===== src/rtl/debounce_fsm.sv =====
// Switch debouncer: two-flop synchroniser, free-running sample tick,
// and a four-state qualifier that only moves db after STABLE_TICKS ticks.
module debounce_fsm #(
    parameter int TICK_BITS    = 19,
    parameter int STABLE_TICKS = 3
) (
    input  logic clk,
    input  logic reset,
    input  logic sw,
    output logic db,
    output logic pending
);

    localparam int CW = (STABLE_TICKS > 1) ? $clog2(STABLE_TICKS) : 1;
    localparam logic [CW-1:0] CNT_LAST = CW'(STABLE_TICKS - 1);

    typedef enum logic [1:0] {
        ZERO  = 2'd0,
        WAIT1 = 2'd1,
        ONE   = 2'd2,
        WAIT0 = 2'd3
    } state_t;

    state_t               state;
    state_t               state_next;
    logic                 s1;
    logic                 sw_s;
    logic [TICK_BITS-1:0] q;
    logic                 m_tick;
    logic [CW-1:0]        cnt;
    logic [CW-1:0]        cnt_next;

    assign m_tick = &q;

    always_ff @(posedge clk) begin
        if (reset) begin
            s1    <= 1'b0;
            sw_s  <= 1'b0;
            q     <= '0;
            cnt   <= '0;
            state <= ZERO;
        end else begin
            s1    <= sw;
            sw_s  <= s1;
            q     <= q + TICK_BITS'(1);
            cnt   <= cnt_next;
            state <= state_next;
        end
    end

    // An input reversal is checked before m_tick so it always wins.
    always_comb begin
        state_next = state;
        cnt_next   = cnt;
        db         = 1'b0;
        pending    = 1'b0;
        case (state)
            ZERO: begin
                if (sw_s) begin
                    state_next = WAIT1;
                    cnt_next   = '0;
                end
            end
            WAIT1: begin
                pending = 1'b1;
                if (!sw_s) begin
                    state_next = ZERO;
                end else if (m_tick && cnt == CNT_LAST) begin
                    state_next = ONE;
                end else if (m_tick) begin
                    cnt_next = cnt + CW'(1);
                end
            end
            ONE: begin
                db = 1'b1;
                if (!sw_s) begin
                    state_next = WAIT0;
                    cnt_next   = '0;
                end
            end
            WAIT0: begin
                db      = 1'b1;
                pending = 1'b1;
                if (sw_s) begin
                    state_next = ONE;
                end else if (m_tick && cnt == CNT_LAST) begin
                    state_next = ZERO;
                end else if (m_tick) begin
                    cnt_next = cnt + CW'(1);
                end
            end
            default: begin
                state_next = ZERO;
                cnt_next   = '0;
            end
        endcase
    end

endmodule


===== config.mk =====
export PLATFORM = sky130hd
export DESIGN_NAME = debounce_fsm
export DESIGN_NICKNAME = d
export VERILOG_FILES = /design/src/rtl/debounce_fsm.sv
export SDC_FILE = /design/constraint.sdc
export NUM_CORES = 1
export LEC_CHECK = 0
export ABC_CLOCK_PERIOD_IN_PS = 5700
export CAP_MARGIN = 20
export CORE_ASPECT_RATIO = 1.2
export CORE_MARGIN = 2
export CORE_UTILIZATION = 61
export DETAILED_ROUTE_END_ITERATION = 10
export GPL_ROUTABILITY_DRIVEN = 1
export MAX_ROUTING_LAYER = met4
export PLACE_DENSITY = 0.8
export SETUP_SLACK_MARGIN = 0.05
export SLEW_MARGIN = 15
export SYNTH_ARGS = -nofsm -noshare
export SYNTH_HDL_FRONTEND = slang
export SYNTH_SLANG_ARGS = --single-unit

===== constraint.sdc =====
create_clock -name clk -period 5.7 [get_ports clk]
set_input_delay 1.14 -clock clk [delete_from_list [all_inputs] [get_ports clk]]
set_output_delay 1.14 -clock clk [all_outputs]
set_load 0.02 [all_outputs]

# --- Word level (Yosys, flattened, before mapping) ---
# Index checks and enable logic that the tools add are counted.
totals:
  register_bits: 25
  wordCells: 40
  in_bits: 3
  out_inout_bits: 2
classes:
  n_eq_ne: 10
  add_sub_neg: 2
  mux: 16
  reduce_logical: 7
ops:
  columns: ["cell", "n"]
  rows:
  - ["$mux W2", 12]
  - ["$add A19 B1 Y19 const B", 1]
  - ["$reduce_and A19 Y1", 1]
  - ["$pmux W2 S4", 2]
  - ["$ne A2 B2 Y1 const B", 4]
  - ["$reduce_and A4 Y1", 2]
  - ["$eq A2 B2 Y1 const B", 3]
  - ["$ne A3 B3 Y1 const B", 2]
  - ["$reduce_or A2 Y1", 2]
  - ["$add A2 B1 Y2 const B", 1]
  - ["$eq A2 B1 Y1 const B", 1]
  - ["$logic_not A2 Y1", 1]
  - ["$mux W1", 2]
  - ["$logic_and A1 B1 Y1", 1]

# --- Depth between registers and ports, before layout ---
logic_depth:
  word_depth: 5
  depth_mapped: 5
  mapped_depth_nobuf: 5

# --- Worst setup path after synthesis ---
# Ideal clock, no wire load.
synth_path:
  path_type: "register to register"
  startpoint: "reg q[0]"
  endpoint: "reg (tool-made name)"
  path_stages_with_launch: 6
  setup_slack_ns: 3.797
  synth_period_minus_slack_ns: 1.903
  setup_ns: 0.072
  arrival_time_ns: 1.831
  required_ns: 5.628
  n_path_buf: 0
  cell_sequence: "dfxtp_1 ha_1 nand4_1 or4_1 nor3_1 mux2i_1"
synth_lines:
  columns: ["element", "line", "rtl"]
  rows:
  - ["start: declaration", "28", "logic [TICK_BITS-1:0] q;"]
  - ["start signal: assignment", "45", "q <= q + TICK_BITS'(1);"]

# --- Worst setup path in the final report ---
layout_path:
  startpoint: "reg state[0]"
  endpoint: "out pending"
layout_between:
  elab_chain_cells: 3
  word_cells_on_any_way: 4
  cone_classes: "eq/ne: 2; mux: 1; reduce/logical: 1"
layout_rtl:
  columns: ["element", "line", "rtl"]
  rows:
  - ["start: declaration", "24", "state_t state;"]
  - ["start signal: assignment", "47", "state <= state_next;"]
  - ["$eq A2 B2 Y1 / $eq A2 B1 Y1 (equally long branches)", "57", "case (state)"]
  - ["$reduce_or A2 Y1 (no line) *", null, null]
  - ["$mux W1 *", "57", null]
  - ["end: declaration", "11", "output logic pending"]
# Mark *: on every way between the ends. The rest lies on a longest branch, timed or not.

==> flow_summary.rst <==
.. list-table::
   :header-rows: 1

   * - Metric
     - Value
   * - Status
     - completed
   * - Worst setup path class
     - reg -> out
   * - Kind of capture point of the worst setup path
     - output port
   * - Total setup violations reported at the end of the flow
     - 0
   * - Placed Instance Area
     - 1140 um2
   * - Starting density of the core
     - 66.0%
   * - Max Root-Sink Buffers
     - 2
   * - Remaining antenna violation count after routing
     - 0
   * - Worst setup SP type
     - flop
   * - Number of distinct library cell variants in the gate-level netlist after synthesis
     - 28
   * - Flops & latches, synth
     - 25
   * - Largest net degree at the start of global routing
     - 27
   * - Number of iterations in the first detailed-routing pass
     - 4
   * - TritonCTS buffer count
     - 3
   * - Vias per cell
     - 5.82
   * - Clock transition at path regs
     - 0.13 ns
   * - Commonest cells after routing, fill and taps aside
     - sky130_fd_sc_hd__dfxtp_1 (25), sky130_fd_sc_hd__nor2_1 (12), sky130_fd_sc_hd__xnor2_1 (9), sky130_fd_sc_hd__a21oi_1 (9), sky130_fd_sc_hd__nand2_1 (7)
   * - Highest achievable clock rate
     - 400 MHz
   * - Final WL
     - 1790 um
   * - Area of the core
     - 1660 um2
   * - Synthesized area per cell
     - 8.64 um2
   * - Slowest stage cell, crit path
     - sky130_fd_sc_hd__clkdlybuf4s50_1
   * - Area taken by flip-flops and latches
     - 500 um2
   * - Slowest stage delay, CP
     - 0.63 ns
   * - Pwr Density
     - 229 nW/um2
   * - Area used by multi-input combinational logic
     - 554 um2
   * - Fin. Hold Viols
     - 0
   * - Cell area after layout
     - 1160 um2
   * - Vert. Die Dim
     - 50.5 um
   * - Vias in the first global route
     - 789
   * - Grt total ovfl
     - 0
   * - Sequential share of the synthesized area
     - 45.6%
   * - Layout cell share with drive strength beyond 1
     - 4.65%
   * - Crit path required time
     - 4.56 ns
   * - Fill count
     - 131
   * - H-Tree Level Count
     - 1
   * - DR DRC count
     - 0
   * - Mapped Area
     - 1100 um2
   * - Initial antenna violation count
     - 0
   * - Largest voltage drop on the vdd net
     - 0.151 mV
   * - Skew-Pair Late Insertion Delay
     - 0.31 ns
   * - Count of maximum capacitance violations
     - 0
   * - Leak pwr
     - 0.322 nW
   * - Number of gates resized after cts
     - 0
   * - Clock Skew
     - 0.00119 ns
   * - Number of slew-limit violations in the final report
     - 0
   * - Worst slew margin relative to its limit
     - 42.2%
   * - Time the worst path needs with I/O delays and setup
     - 2.50 ns
   * - Routed wire length per instance
     - 12.2 um
   * - CTS tree
     - done
   * - Number of warning messages in the yosys log
     - 0
   * - Cell count after synthesis
     - 127
   * - CTS hold repair buffers
     - 0
   * - Leading cell type in the layout, fill and taps excluded
     - sky130_fd_sc_hd__dfxtp_1
   * - Synth-to-Final Area Change
     - 5.93%
   * - Final #Nets
     - 135
   * - Standard-cell row count
     - 16
   * - Arrival time at the worst endpoint
     - 1.36 ns
   * - Worst path bufs/invs
     - 1
   * - Clock root buffer master
     - sky130_fd_sc_hd__clkbuf_4
   * - Synthesized Nets
     - 132
   * - Worst Hold Class
     - reg -> reg
   * - Chip Width
     - 42.7 um
   * - RSZ-0062 raised after global routing
     - false
   * - Ratio of final minimum period to clock period
     - 43.9%
   * - Antenna diode count
     - 0
   * - Number of I/O pins
     - 5
   * - Tot GR Track Use
     - 20.0%
   * - Starting DRT DRC Count
     - 16
   * - Number of vias in the routed layout
     - 855
   * - Number of buffers inserted by post-CTS setup repair
     - 0
   * - Weighted congestion reported at the end of routability-driven placement
     - 0.927
   * - Global-route wire length before repair
     - 3210 um
   * - Clock sink count
     - 25
   * - Port Buf Inserts
     - 4
   * - Worst path top cell family by delay
     - buffers and inverters
   * - Die Outline Area
     - 2160 um2
   * - Tightest Pin Transition
     - 0.865 ns
   * - Crit Path Max Fanout
     - 6
   * - Cell chain of the critical path
     - clkdlybuf4s50_1
   * - Sum of negative setup slack
     - 0 ns
   * - HPWL after detailed placement
     - 1280 um
## power by group
part	internal, mW	leakage [nW]	switching (mW)
Combinational	0.00413	0.105	0.00476
Clock	0.0273	0.0150	0.0504
Sequential	0.177	0.202	0.00224
## final cells by class
type	count	area share, %
Clock buffer	4	2.26
Inverter	5	1.61
Multi-Input combinational cell	91	47.7
Sequential cell	25	43.1
Tap cell	18	1.94
Timing Repair Buffer	4	3.44
## synth_stat cells
cell,instances,share of area (%)
sky130_fd_sc_hd__nor2_1,12,4.1
sky130_fd_sc_hd__inv_1,5,1.7
sky130_fd_sc_hd__a31oi_1,1,0.57
sky130_fd_sc_hd__nand3_2,1,0.91
sky130_fd_sc_hd__nand3_1,5,2.3
sky130_fd_sc_hd__o31ai_1,1,0.68
sky130_fd_sc_hd__xor2_1,1,0.80
sky130_fd_sc_hd__ha_1,2,2.3
sky130_fd_sc_hd__or3b_2,1,0.80
sky130_fd_sc_hd__mux2i_1,1,0.91
sky130_fd_sc_hd__nor3_1,4,1.8
sky130_fd_sc_hd__buf_2,1,0.46
sky130_fd_sc_hd__nor4_1,3,1.7
sky130_fd_sc_hd__or2_2,1,0.57
sky130_fd_sc_hd__or4_1,4,2.7
sky130_fd_sc_hd__o21ai_0,6,2.7
sky130_fd_sc_hd__xnor2_1,9,7.2
sky130_fd_sc_hd__nor3b_1,3,2.1
sky130_fd_sc_hd__nor2b_1,3,1.7
sky130_fd_sc_hd__nand2b_1,3,1.7
sky130_fd_sc_hd__nand4_1,5,2.9
sky130_fd_sc_hd__dfxtp_1,25,46
sky130_fd_sc_hd__nand2_1,7,2.4
sky130_fd_sc_hd__or3_1,6,3.4
sky130_fd_sc_hd__a32oi_1,1,0.80
sky130_fd_sc_hd__a21oi_1,9,4.1
sky130_fd_sc_hd__clkbuf_1,5,1.7
sky130_fd_sc_hd__o211ai_1,2,1.4
## routing by layer
layer	part of all wire (%)	track usage [%]	vias up
met5	0	-	-
li1	-	-	454
met4	1.4	10.4	0
met2	49	33.8	6
met3	1.7	2.16	4
met1	48	23.1	391
## kinds of logic after synthesis
group / count (synthesis) / synth area share, %
simple gates: 58 / 29.1
compound gates: 20 / 10.3
fa+ha+maj: 2 / 2.28
mux: 1 / 0.912
buf+inv: 11 / 3.88
flops: 25 / 45.6
xor+xnor: 10 / 7.98
## metrics by stage
step           setup slack, ns  hold slack (ns)  cells  power (mW)  util [%]
5_1_grt                   3.13            0.482    147       0.277      70.0
3_5_place_dp              3.12            0.447    143       0.193      68.4
2_1_floorplan             3.80            0.414    127       0.190         -
4_1_cts                   3.19            0.472    147       0.269      70.0
6_report                  3.20            0.465    147       0.266      70.0
3_3_place_gp              3.13            0.418    143       0.192      68.4
## path summary, 6_finish.rpt
kind	startpoint	end	slack [ns]	cells after the start
setup / recovery	state[0]$_SDFFE_PP0P_	pending	3.20	1
hold reg to reg	s1$_SDFF_PP0_	sw_s$_SDFF_PP0_	0.47	1
setup reg to reg	q[0]$_SDFF_PP0_	flop	3.50	5
hold / removal	s1$_SDFF_PP0_	sw_s$_SDFF_PP0_	0.47	1
## state kept, by name, indices dropped and copies added, names as in the netlist, named ones only
signal,cells
cnt,2
s1,1
sw_s,1
state,1
q,19
Power figures use the tool's default switching activity.
